`config.mk`:
```
export PLATFORM = sky130hd
export DESIGN_NAME = uart_tx_frame_serializer
export DESIGN_NICKNAME = d
export VERILOG_FILES = /design/src/rtl/uart_tx_frame_serializer.sv
export SDC_FILE = /design/constraint.sdc
export NUM_CORES = 1
export LEC_CHECK = 0
export ABC_AREA = 1
export CAP_MARGIN = 0
export CORE_ASPECT_RATIO = 0.75
export CORE_MARGIN = 3
export CORE_UTILIZATION = 55
export CTS_CLUSTER_DIAMETER = 100
export CTS_CLUSTER_SIZE = 25
export DETAILED_ROUTE_END_ITERATION = 7
export PLACE_DENSITY = 0.79
export SLEW_MARGIN = 20
export SYNTH_ARGS = -nofsm -noshare
export SYNTH_HDL_FRONTEND = slang
export SYNTH_SLANG_ARGS = --single-unit
export TNS_END_PERCENT = 30
```
`constraint.sdc`:
```
create_clock -name clk_based_on_prescale -period 1.8 [get_ports clk_based_on_prescale]
set_input_delay 0.36 -clock clk_based_on_prescale [delete_from_list [all_inputs] [get_ports clk_based_on_prescale]]
set_output_delay 0.36 -clock clk_based_on_prescale [all_outputs]
set_load 0.005 [all_outputs]
```
`src/rtl/uart_tx_frame_serializer.sv`:
```
// rtl/uart_tx_frame_serializer.sv - UART transmit frame serializer
//
// Purpose:
//   Serializes one DATA_WIDTH-bit word per frame onto TX_OUT as
//   start(0), data LSB first, optional parity, stop(1). Every bit lasts
//   exactly `prescale` clocks of clk_based_on_prescale, so the line matches
//   a receiver running on the same oversampled clock and prescale.
//
// Ports:
//   clk_based_on_prescale  in   oversampled clock (prescale x baud)
//   asy_reset              in   asynchronous reset, active low
//   P_DATA                 in   word to send, latched at accept
//   data_valid             in   send request, accepted only while idle
//   parity_enable          in   1 = parity bit after the data bits
//   parity_type            in   0 = even, 1 = odd
//   prescale               in   clocks per bit: 8, 16 or 32 (others -> 8)
//   TX_OUT                 out  registered serial line, idles high
//   busy                   out  registered, high while a frame is in flight
//   tx_done                out  one-cycle pulse after the last stop bit
//
// Build option:
//   UART_TX_TWO_STOP_EN - when defined, the stop phase lasts two bit periods.

module uart_tx_frame_serializer #(
   parameter int DATA_WIDTH = 8,
   parameter int PRESCALE_W = 6
) (
   input  logic                  clk_based_on_prescale,
   input  logic                  asy_reset,
   input  logic [DATA_WIDTH-1:0] P_DATA,
   input  logic                  data_valid,
   input  logic                  parity_enable,
   input  logic                  parity_type,
   input  logic [PRESCALE_W-1:0] prescale,
   output logic                  TX_OUT,
   output logic                  busy,
   output logic                  tx_done
);

   localparam int IDX_W = (DATA_WIDTH > 1) ? $clog2(DATA_WIDTH) : 1;
   localparam logic [IDX_W-1:0] LAST_IDX = IDX_W'(DATA_WIDTH - 1);

   typedef enum logic [2:0] {
      IDLE   = 3'd0,
      START  = 3'd1,
      DATA   = 3'd2,
      PARITY = 3'd3,
      STOP   = 3'd4
   } state_t;

   state_t                state, state_nxt;
   logic [DATA_WIDTH-1:0] data_reg, data_nxt;
   logic                  par_bit, par_bit_nxt;
   logic                  par_en, par_en_nxt;
   logic [PRESCALE_W-1:0] cnt_last, cnt_last_nxt;
   logic [PRESCALE_W-1:0] edge_cnt, edge_cnt_nxt;
   logic [IDX_W-1:0]      bit_idx, bit_idx_nxt;
   logic                  tx_nxt, busy_nxt, done_nxt;
   logic                  bit_end;
   logic                  stop_last;
   logic [PRESCALE_W-1:0] pre_sel;

   // Unsupported prescale values fall back to 8 so a bad setting still
   // produces a well-formed frame instead of a stuck or runaway counter.
   assign pre_sel = (prescale == PRESCALE_W'(16) || prescale == PRESCALE_W'(32)) ?
                    prescale : PRESCALE_W'(8);

   // Last clock of the current bit period; the counter holds the latched
   // prescale minus one so the compare is a plain equality.
   assign bit_end = (state != IDLE) && (edge_cnt == cnt_last);

`ifdef UART_TX_TWO_STOP_EN
   logic stop_cnt, stop_cnt_nxt;
   assign stop_last = stop_cnt;
`else
   assign stop_last = 1'b1;
`endif

   always_comb begin
      state_nxt    = state;
      data_nxt     = data_reg;
      par_bit_nxt  = par_bit;
      par_en_nxt   = par_en;
      cnt_last_nxt = cnt_last;
      bit_idx_nxt  = bit_idx;
      tx_nxt       = TX_OUT;
      busy_nxt     = busy;
      done_nxt     = 1'b0;
      edge_cnt_nxt = (state == IDLE || bit_end) ? '0 : edge_cnt + 1'b1;
`ifdef UART_TX_TWO_STOP_EN
      stop_cnt_nxt = stop_cnt;
`endif
      case (state)
         IDLE: begin
            tx_nxt = 1'b1;
            // Start bit goes out on the accept edge itself.
            if (data_valid && !busy) begin
               state_nxt    = START;
               data_nxt     = P_DATA;
               par_bit_nxt  = (^P_DATA) ^ parity_type;
               par_en_nxt   = parity_enable;
               cnt_last_nxt = pre_sel - 1'b1;
               tx_nxt       = 1'b0;
               busy_nxt     = 1'b1;
            end
         end
         START: begin
            if (bit_end) begin
               state_nxt   = DATA;
               bit_idx_nxt = '0;
               tx_nxt      = data_reg[0];
            end
         end
         DATA: begin
            if (bit_end) begin
               if (bit_idx == LAST_IDX) begin
                  if (par_en) begin
                     state_nxt = PARITY;
                     tx_nxt    = par_bit;
                  end else begin
                     state_nxt = STOP;
                     tx_nxt    = 1'b1;
                  end
               end else begin
                  bit_idx_nxt = bit_idx + 1'b1;
                  tx_nxt      = data_reg[bit_idx_nxt];
               end
            end
         end
         PARITY: begin
            if (bit_end) begin
               state_nxt = STOP;
               tx_nxt    = 1'b1;
            end
         end
         STOP: begin
            tx_nxt = 1'b1;
            if (bit_end) begin
`ifdef UART_TX_TWO_STOP_EN
               stop_cnt_nxt = ~stop_cnt;
`endif
               if (stop_last) begin
                  state_nxt = IDLE;
                  busy_nxt  = 1'b0;
                  done_nxt  = 1'b1;
               end
            end
         end
         default: begin
            state_nxt = IDLE;
            tx_nxt    = 1'b1;
            busy_nxt  = 1'b0;
         end
      endcase
   end

   always_ff @(posedge clk_based_on_prescale or negedge asy_reset) begin
      if (!asy_reset) begin
         state    <= IDLE;
         data_reg <= '0;
         par_bit  <= 1'b0;
         par_en   <= 1'b0;
         cnt_last <= '0;
         edge_cnt <= '0;
         bit_idx  <= '0;
         TX_OUT   <= 1'b1;
         busy     <= 1'b0;
         tx_done  <= 1'b0;
`ifdef UART_TX_TWO_STOP_EN
         stop_cnt <= 1'b0;
`endif
      end else begin
         state    <= state_nxt;
         data_reg <= data_nxt;
         par_bit  <= par_bit_nxt;
         par_en   <= par_en_nxt;
         cnt_last <= cnt_last_nxt;
         edge_cnt <= edge_cnt_nxt;
         bit_idx  <= bit_idx_nxt;
         TX_OUT   <= tx_nxt;
         busy     <= busy_nxt;
         tx_done  <= done_nxt;
`ifdef UART_TX_TWO_STOP_EN
         stop_cnt <= stop_cnt_nxt;
`endif
      end
   end

endmodule

```
==> results of run 1 <==
[metrics by stage]
step	setup slack [ps]	hold WS [ps]	area (um2)
finish	139	467	2100
global route	98.4	501	2100
CTS	130	489	2100
detailed placement	80.1	473	2020
global placement	108	467	2020
floorplan	373	64.4	1750
[layer usage]
layer	routed length [um]	GRT usage, %	share of wire [%]	vias up
li1	-	-	-	756
met1	1640	25.1	50	634
met2	1390	30.2	43	36
met3	159	5.69	4.9	12
met4	74	8.44	2.3	0
met5	0	0	0	-
[power by group through the flow]
stage	Sequential, uW	Combinational, uW	Clock, uW
after global placement	1130	1370	0
after floorplan	1090	1090	0
final	1140	1400	514
after detailed placement	1140	1400	0
after global routing	1160	1610	557
after CTS	1130	1410	527
[synthesized netlist by cell type]
cell,number,share of area [%]
a211oi_1,1,0.43
a21o_4,1,0.86
a21oi_1,1,0.29
a31oi_1,2,0.72
buf_2,1,0.29
buf_4,1,0.43
conb_1,1,0.22
dfrtp_1,30,43
dfstp_2,1,1.5
ha_1,4,2.9
inv_1,25,5.4
inv_2,6,1.3
nand2_1,83,18
nand2_2,5,1.8
nand2_4,1,0.65
nand3_1,14,4.0
nand3_4,1,1.0
nand3b_1,1,0.43
nand4_1,2,0.72
nor2_1,15,3.2
nor2_2,2,0.72
nor2_4,3,1.9
nor3_1,2,0.57
nor3b_1,2,0.86
nor4_1,1,0.36
o21ai_0,4,1.1
o21ai_1,1,0.29
o21ai_2,3,1.5
o22ai_1,2,0.72
or2_2,1,0.36
xnor2_1,5,2.5
xor2_1,4,2.0
[layout make-up]
class,instances,area (um2)
fillers,248,882
multi-input cells,163,842
flip-flops and latches,31,777
repair buffers,24,233
inverters,31,116
clock buffers,8,80.1
well taps,38,47.5
[logic make-up after synthesis]
group / synth area share [%]
simple gates: 34.5
buf+inv: 7.39
flops: 44.5
compound gates: 5.95
xor+xnor: 4.52
fa+ha+maj: 2.87
other cells: 0.215
[cells in the final DEF, fill, tap and decap left out, drive strengths merged]
cell type      instances
nor3b                  2
conb                   2
or2                    1
nor4                   1
clkbuf                 8
xor2                   4
ha                     4
a31oi                  2
xnor2                  5
nor3                   2
nand3                 15
a211oi                 1
a21oi                  1
clkdlybuf4s50         21
nand3b                 1
o22ai                  2
inv                   31
dfrtp                 30
buf                    3
nand4                  2
o21ai                  8
dfstp                  1
nor2                  20
nand2                 89
a21o                   1
[path summary, 6_finish.rpt]
kind,from,to,slack [ps],cells past startpoint
max,TX_OUT$_DFFE_PN1P_,TX_OUT,140,1
min,asy_reset,cnt_last[0]$_DFFE_PN0P_,470,2
max reg2reg,bit_idx[0]$_DFFE_PN0P_,bit_idx[0]$_DFFE_PN0P_,270,7
min reg2reg,data_reg[7]$_DFFE_PN0P_,data_reg[7]$_DFFE_PN0P_,490,2
max in group asynchronous,asy_reset,TX_OUT$_DFFE_PN1P_,1010,2
min in group clk_based_on_prescale,data_reg[7]$_DFFE_PN0P_,data_reg[7]$_DFFE_PN0P_,490,2
==> run_results.csv, run 1 <==
group,metric,value,unit
timing,finalSetupViolations,0,
place,dp_cells,287,
synth,synthCells,226,
global_route,grt_max_degree,32,
power,ir_worst_vdd,685,uV
place,port_buffers,21,
worst_setup_path,cp_max_fo,2,
worst_setup_path,crit_type,"flip-flop to primary output",
synth,synth_seq_area_share,44.5,%
worst_setup_path,crit_slowest_cell,"dfstp_2",
power,pwr-share-seq,37.3,%
clock_network,clock_sinks,31,
global_route,grt_first_pass_wirelength,5690,um
timing,fin_crit_sh,92.3,%
cells_and_area,drive_gt1_share,12.5,%
clock_network,ctsResizeCount,0,
timing,tns,0,ps
cells_and_area,insertedDiodeCount,0,
power,p_total,3050,uW
routing,wirelength,3260,um
routing,drc_errors,0,
run,maxCapViolCount,0,
routing,wire_per_inst,11.1,um
worst_setup_path,critPathCaptureType,"primary output",
timing,rsz0062_at_grt,"false",
cells_and_area,layout.cells.non_filler,295,
routing,ant_nets,0,
power,power_frac_comb,45.9,%
timing,fin_skew,6.91,ps
cells_and_area,final_util,70.4,%
floorplanning,pin_count,22,
timing,fmax,602,MHz
power,power.switching,1280,uW
clock_network,hold_buffers,0,
floorplanning,dieHeight,54.8,um
synth,yosys_warnings,0,
floorplanning,die_w,71.0,um
clock_network,cts_inserted_buffers,5,
synth,ys_types,32,
cells_and_area,largest_register_ffs,8,
outcome,status,"finished clean",
clock_network,clock_latency,280,ps
routing,first_pass_iters,4,
power,internal_power,1770,uW
worst_setup_path,worstPathCellList,"clkdlybuf4s50_1",
place,dp_hpwl,2460,um
floorplanning,core_area,0.00298,mm2
min_path,min_path_type,"input pin to async pin",
timing,finalCriticalPeriod,1660,ps
power,p_leak,0.00106,uW
synth,syn_area_per_cell,7.72,um2
global_route,overflow,0,
worst_setup_path,critPathLaunchType,"flip-flop",
clock_network,cts-root-buf,"clkbuf_8",
clock_network,htree_num_levels,2,
cells_and_area,area.growth.synth_to_final,20.2,%
clock_network,path_clk_slew,60,ps
place,gp_congestion,0.854,
worst_setup_path,max_stage_delay,530,ps
floorplanning,dieArea,0.00389,mm2
timing,slew_violations,0,
global_route,antenna_found_initial,0,
routing,drt_iter0_drc,109,
power,power_frac_clock,16.8,%
power,swShare,42.0,%
clock_network,post-cts-setup-buffers,0,
worst_setup_path,worstPathRequired,1440,ps
clock_network,clockBufferDepth,2,
routing,vias,1438,
worst_setup_path,cp_top_family,"flip-flops",
worst_setup_path,critPathBufInv,1,
synth,synth_seq_cells,31,
routing,vias_per_cell,4.87,
power,power.density,1460,mW/mm2
floorplanning,rows,17,
timing,hold_viol,0,
clock_network,cts_tree,"yes",
worst_setup_path,crit_arrival,1300,ps
global_route,first_global_vias,1322,
global_route,track_usage,19.2,%
cells_and_area,design.final.nets,279,
floorplanning,start_util,58.6,%
synth,netlist_area,0.00174,mm2
Note: power is estimated with default switching activity, not from simulation.
==> run 2: changes to the inputs <==
- ABC_AREA: 1 -> not set
- CORE_UTILIZATION: 55 -> 54
==> run 2 against run 1 <==
  * Routed wire length increased by 0.34%
  * Critical path type is now flip-flop to flip-flop
  * Clock power decreased by 2%
  * Flip-flop and latch count unchanged
  * Via count fell by 17%
  * Global-route usage grew 0.22 points
  * Combinational power about the same
==> run_results.csv, run 2 <==
group,metric,value,unit
outcome,status,"finished clean",
timing,fin_crit_sh,97.4,%
global_route,grt_max_degree,32,
place,dp_hpwl,2370,um
routing,vias_per_cell,5.53,
synth,synthTopCellsByArea,"dfrtp_1 (47%), xnor2_1 (8.1%), mux2_2 (7.0%)",
cells_and_area,final_cell_mix,"dfrtp_1 (30), clkdlybuf4s50_1 (21), xnor2_1 (14)",
synth,yosysMostFrequentCell,"dfrtp_1",
cells_and_area,insertedDiodeCount,0,
routing,routed.top_layer,"met4",
floorplanning,rows,16,
global_route,antenna_found_initial,0,
synth,synthTopCellsByCount,"dfrtp_1 (30), xnor2_1 (15), nor2_1 (12), nand2_1 (11), mux2_2 (10)",
clock_network,cts-root-buf,"clkbuf_8",
place,port_buffers,21,
synth,synth_top_cell_by_area,"dfrtp_1",
synth,ys_types,43,
clock_network,clock_sinks,31,
timing,rsz0062_at_grt,"true",
synth,syn_area_per_cell,10.9,um2
synth,synth_seq_area_share,48.1,%
floorplanning,die_w,69.1,um
cells_and_area,final_util,74.0,%
worst_setup_path,worstPathRequired,1980,ps
clock_network,clock_latency,270,ps
floorplanning,dieHeight,53.3,um
synth,synthFlopType,"dfrtp_1",
worst_setup_path,r2r_cells,6,
clock_network,path_clk_slew,60,ps
timing,tns,0,ps
synth,synthCells,148,
timing,fin_skew,4.18,ps
floorplanning,start_util,59.3,%
floorplanning,pin_count,22,
worst_setup_path,max_stage_delay,430,ps
routing,drc_errors,0,
synth,netlist_area,0.00161,mm2
clock_network,cts_inserted_buffers,5,
synth,synthArstFlopShare,100,%
routing,vias,1194,
cells_and_area,mostFrequentLayoutCell,"dfrtp_1",
clock_network,htree_num_levels,2,
global_route,grt_first_pass_wirelength,5440,um
power,power.density,1500,mW/mm2
place,gp_congestion,0.901,
timing,hold_slack,480,ps
synth,synth_seq_cells,31,
power,ir_worst_vdd,721,uV
worst_setup_path,critPathLaunchType,"flip-flop",
timing,finalCriticalPeriod,1750,ps
cells_and_area,area.growth.synth_to_final,24.8,%
worst_setup_path,path_depth,6,
cells_and_area,design.final.nets,202,
routing,first_pass_iters,4,
worst_setup_path,critPathBufInv,1,
global_route,first_global_vias,1161,
synth,synth_top_area_share,46.5,%
cells_and_area,drive_gt1_share,20.0,%
clock_network,clockBufferDepth,2,
worst_setup_path,cp_max_fo,14,
timing,hold_viol,0,
global_route,overflow,0,
worst_setup_path,worstPathCellList,"xnor2_1, nand4_1, nor3_2, buf_12, nand4_1, a221oi_2",
global_route,track_usage,19.5,%
worst_setup_path,cp_top_family,"simple AND/OR/NAND/NOR gates",
floorplanning,dieArea,0.00369,mm2
floorplanning,core_area,0.00272,mm2
routing,ant_nets,0,
timing,finalSetupViolations,0,
clock_network,cts_tree,"yes",
min_path,min_path_type,"input pin to async pin",
power,p_leak,0.000891,uW
worst_setup_path,crit_type,"flip-flop to flip-flop",
worst_setup_path,crit_top_cell,"nand4_1",
worst_setup_path,crit_arrival,1940,ps
cells_and_area,largest_register_ffs,8,
cells_and_area,layout.cells.non_filler,216,
timing,slew_violations,0,
worst_setup_path,crit_slowest_cell,"dfrtp_1",
place,dp_cells,205,
routing,wirelength,3270,um
run,maxCapViolCount,0,
routing,drt_iter0_drc,115,
synth,synth_edf_count,0,
synth,yosys_warnings,0,
timing,fmax,570,MHz
routing,met3_length,192,um
routing,wl_met2,1580,um
worst_setup_path,critPathCaptureType,"flip-flop",
routing,wl_met1,1490,um
routing,wire_per_inst,15.2,um
==> run 2: cell types whose count changed in the layout (fill, tap and decap cells not counted), moves of 9 or more <==
cell,before,now
inv_1,25,7
mux2_2,0,10
nand2_1,83,11
nand3_1,14,4
xnor2_1,5,14
==> run 2: worst register-to-register path, cell delays in order (launching register included) <==
cell      delay, ps
dfrtp_1         430
xnor2_1         210
nand4_1         210
nor3_2          300
buf_12          170
nand4_1         120
a221oi_2        220
==> run 2: cells by family (layout without fill, tap and decap cells) <==
group,after synthesis,count (layout),synth area share (%)
fa+ha+maj,4,4,3.10
xor+xnor,20,20,10.9
mux,13,13,9.92
compound gates,24,24,10.8
flops,31,31,48.1
buf+inv,15,46,5.12
simple gates,40,40,11.9
other cells,1,2,0.232
==> run 2: repair_timing <==
action | CTS | global route
hold buffers | 0 | 0
resized for setup | 1 | 3
endpoints found under the setup margin | 1 | 2
setup buffers | 0 | 3
pin swaps | 0 | 5
==> run 2: worst paths after layout <==
kind,start,endpoint,slack (ps)
setup / recovery,edge_cnt[2]$_DFF_PN0_,state[0]$_DFFE_PN0P_,50
hold / removal,asy_reset,edge_cnt[4]$_DFF_PN0_,480
setup reg to reg,edge_cnt[2]$_DFF_PN0_,state[0]$_DFFE_PN0P_,50
hold reg to reg,par_bit$_DFFE_PN0P_,par_bit$_DFFE_PN0P_,500
max in group asynchronous,asy_reset,TX_OUT$_DFFE_PN1P_,1000
min in group clk_based_on_prescale,par_bit$_DFFE_PN0P_,par_bit$_DFFE_PN0P_,500
==> run 2: stage by stage <==
step	setup WS [ps]	cell area, um2	power (uW)
global route	-58.6	2010	3210
finish	47.0	2010	3010
CTS	2.51	1980	2930
global placement	-32.5	1880	2290
floorplan	92.5	1620	2000
detailed placement	-77.3	1880	2370
==> run 2: layer usage <==
layer  vias up  GRT usage, %
met5         -             0
met4         0          5.84
met3         2          5.88
met2        33          32.3
met1       584          24.8
li1        575             -
==> run 2: layout make-up <==
type / count / area (um2)
clock buffer: 7 / 76.3
clock inverter: 1 / 5.00
fill: 207 / 708
inverter: 7 / 26.3
multi-input combinational: 103 / 787
sequential: 31 / 777
tap: 36 / 45.0
timing repair buffer: 31 / 298
==> run 2: power by group <==
group          switching [uW]  internal, uW  total (uW)
Combinational             667           728        1390
Sequential                187           926        1110
Clock                     236           271         506
==> run 3: changes to the inputs <==
- SLEW_MARGIN: 20 -> 15
==> results of run 3 <==
The final DEF is identical to that of run 2; final timing and power are the same.
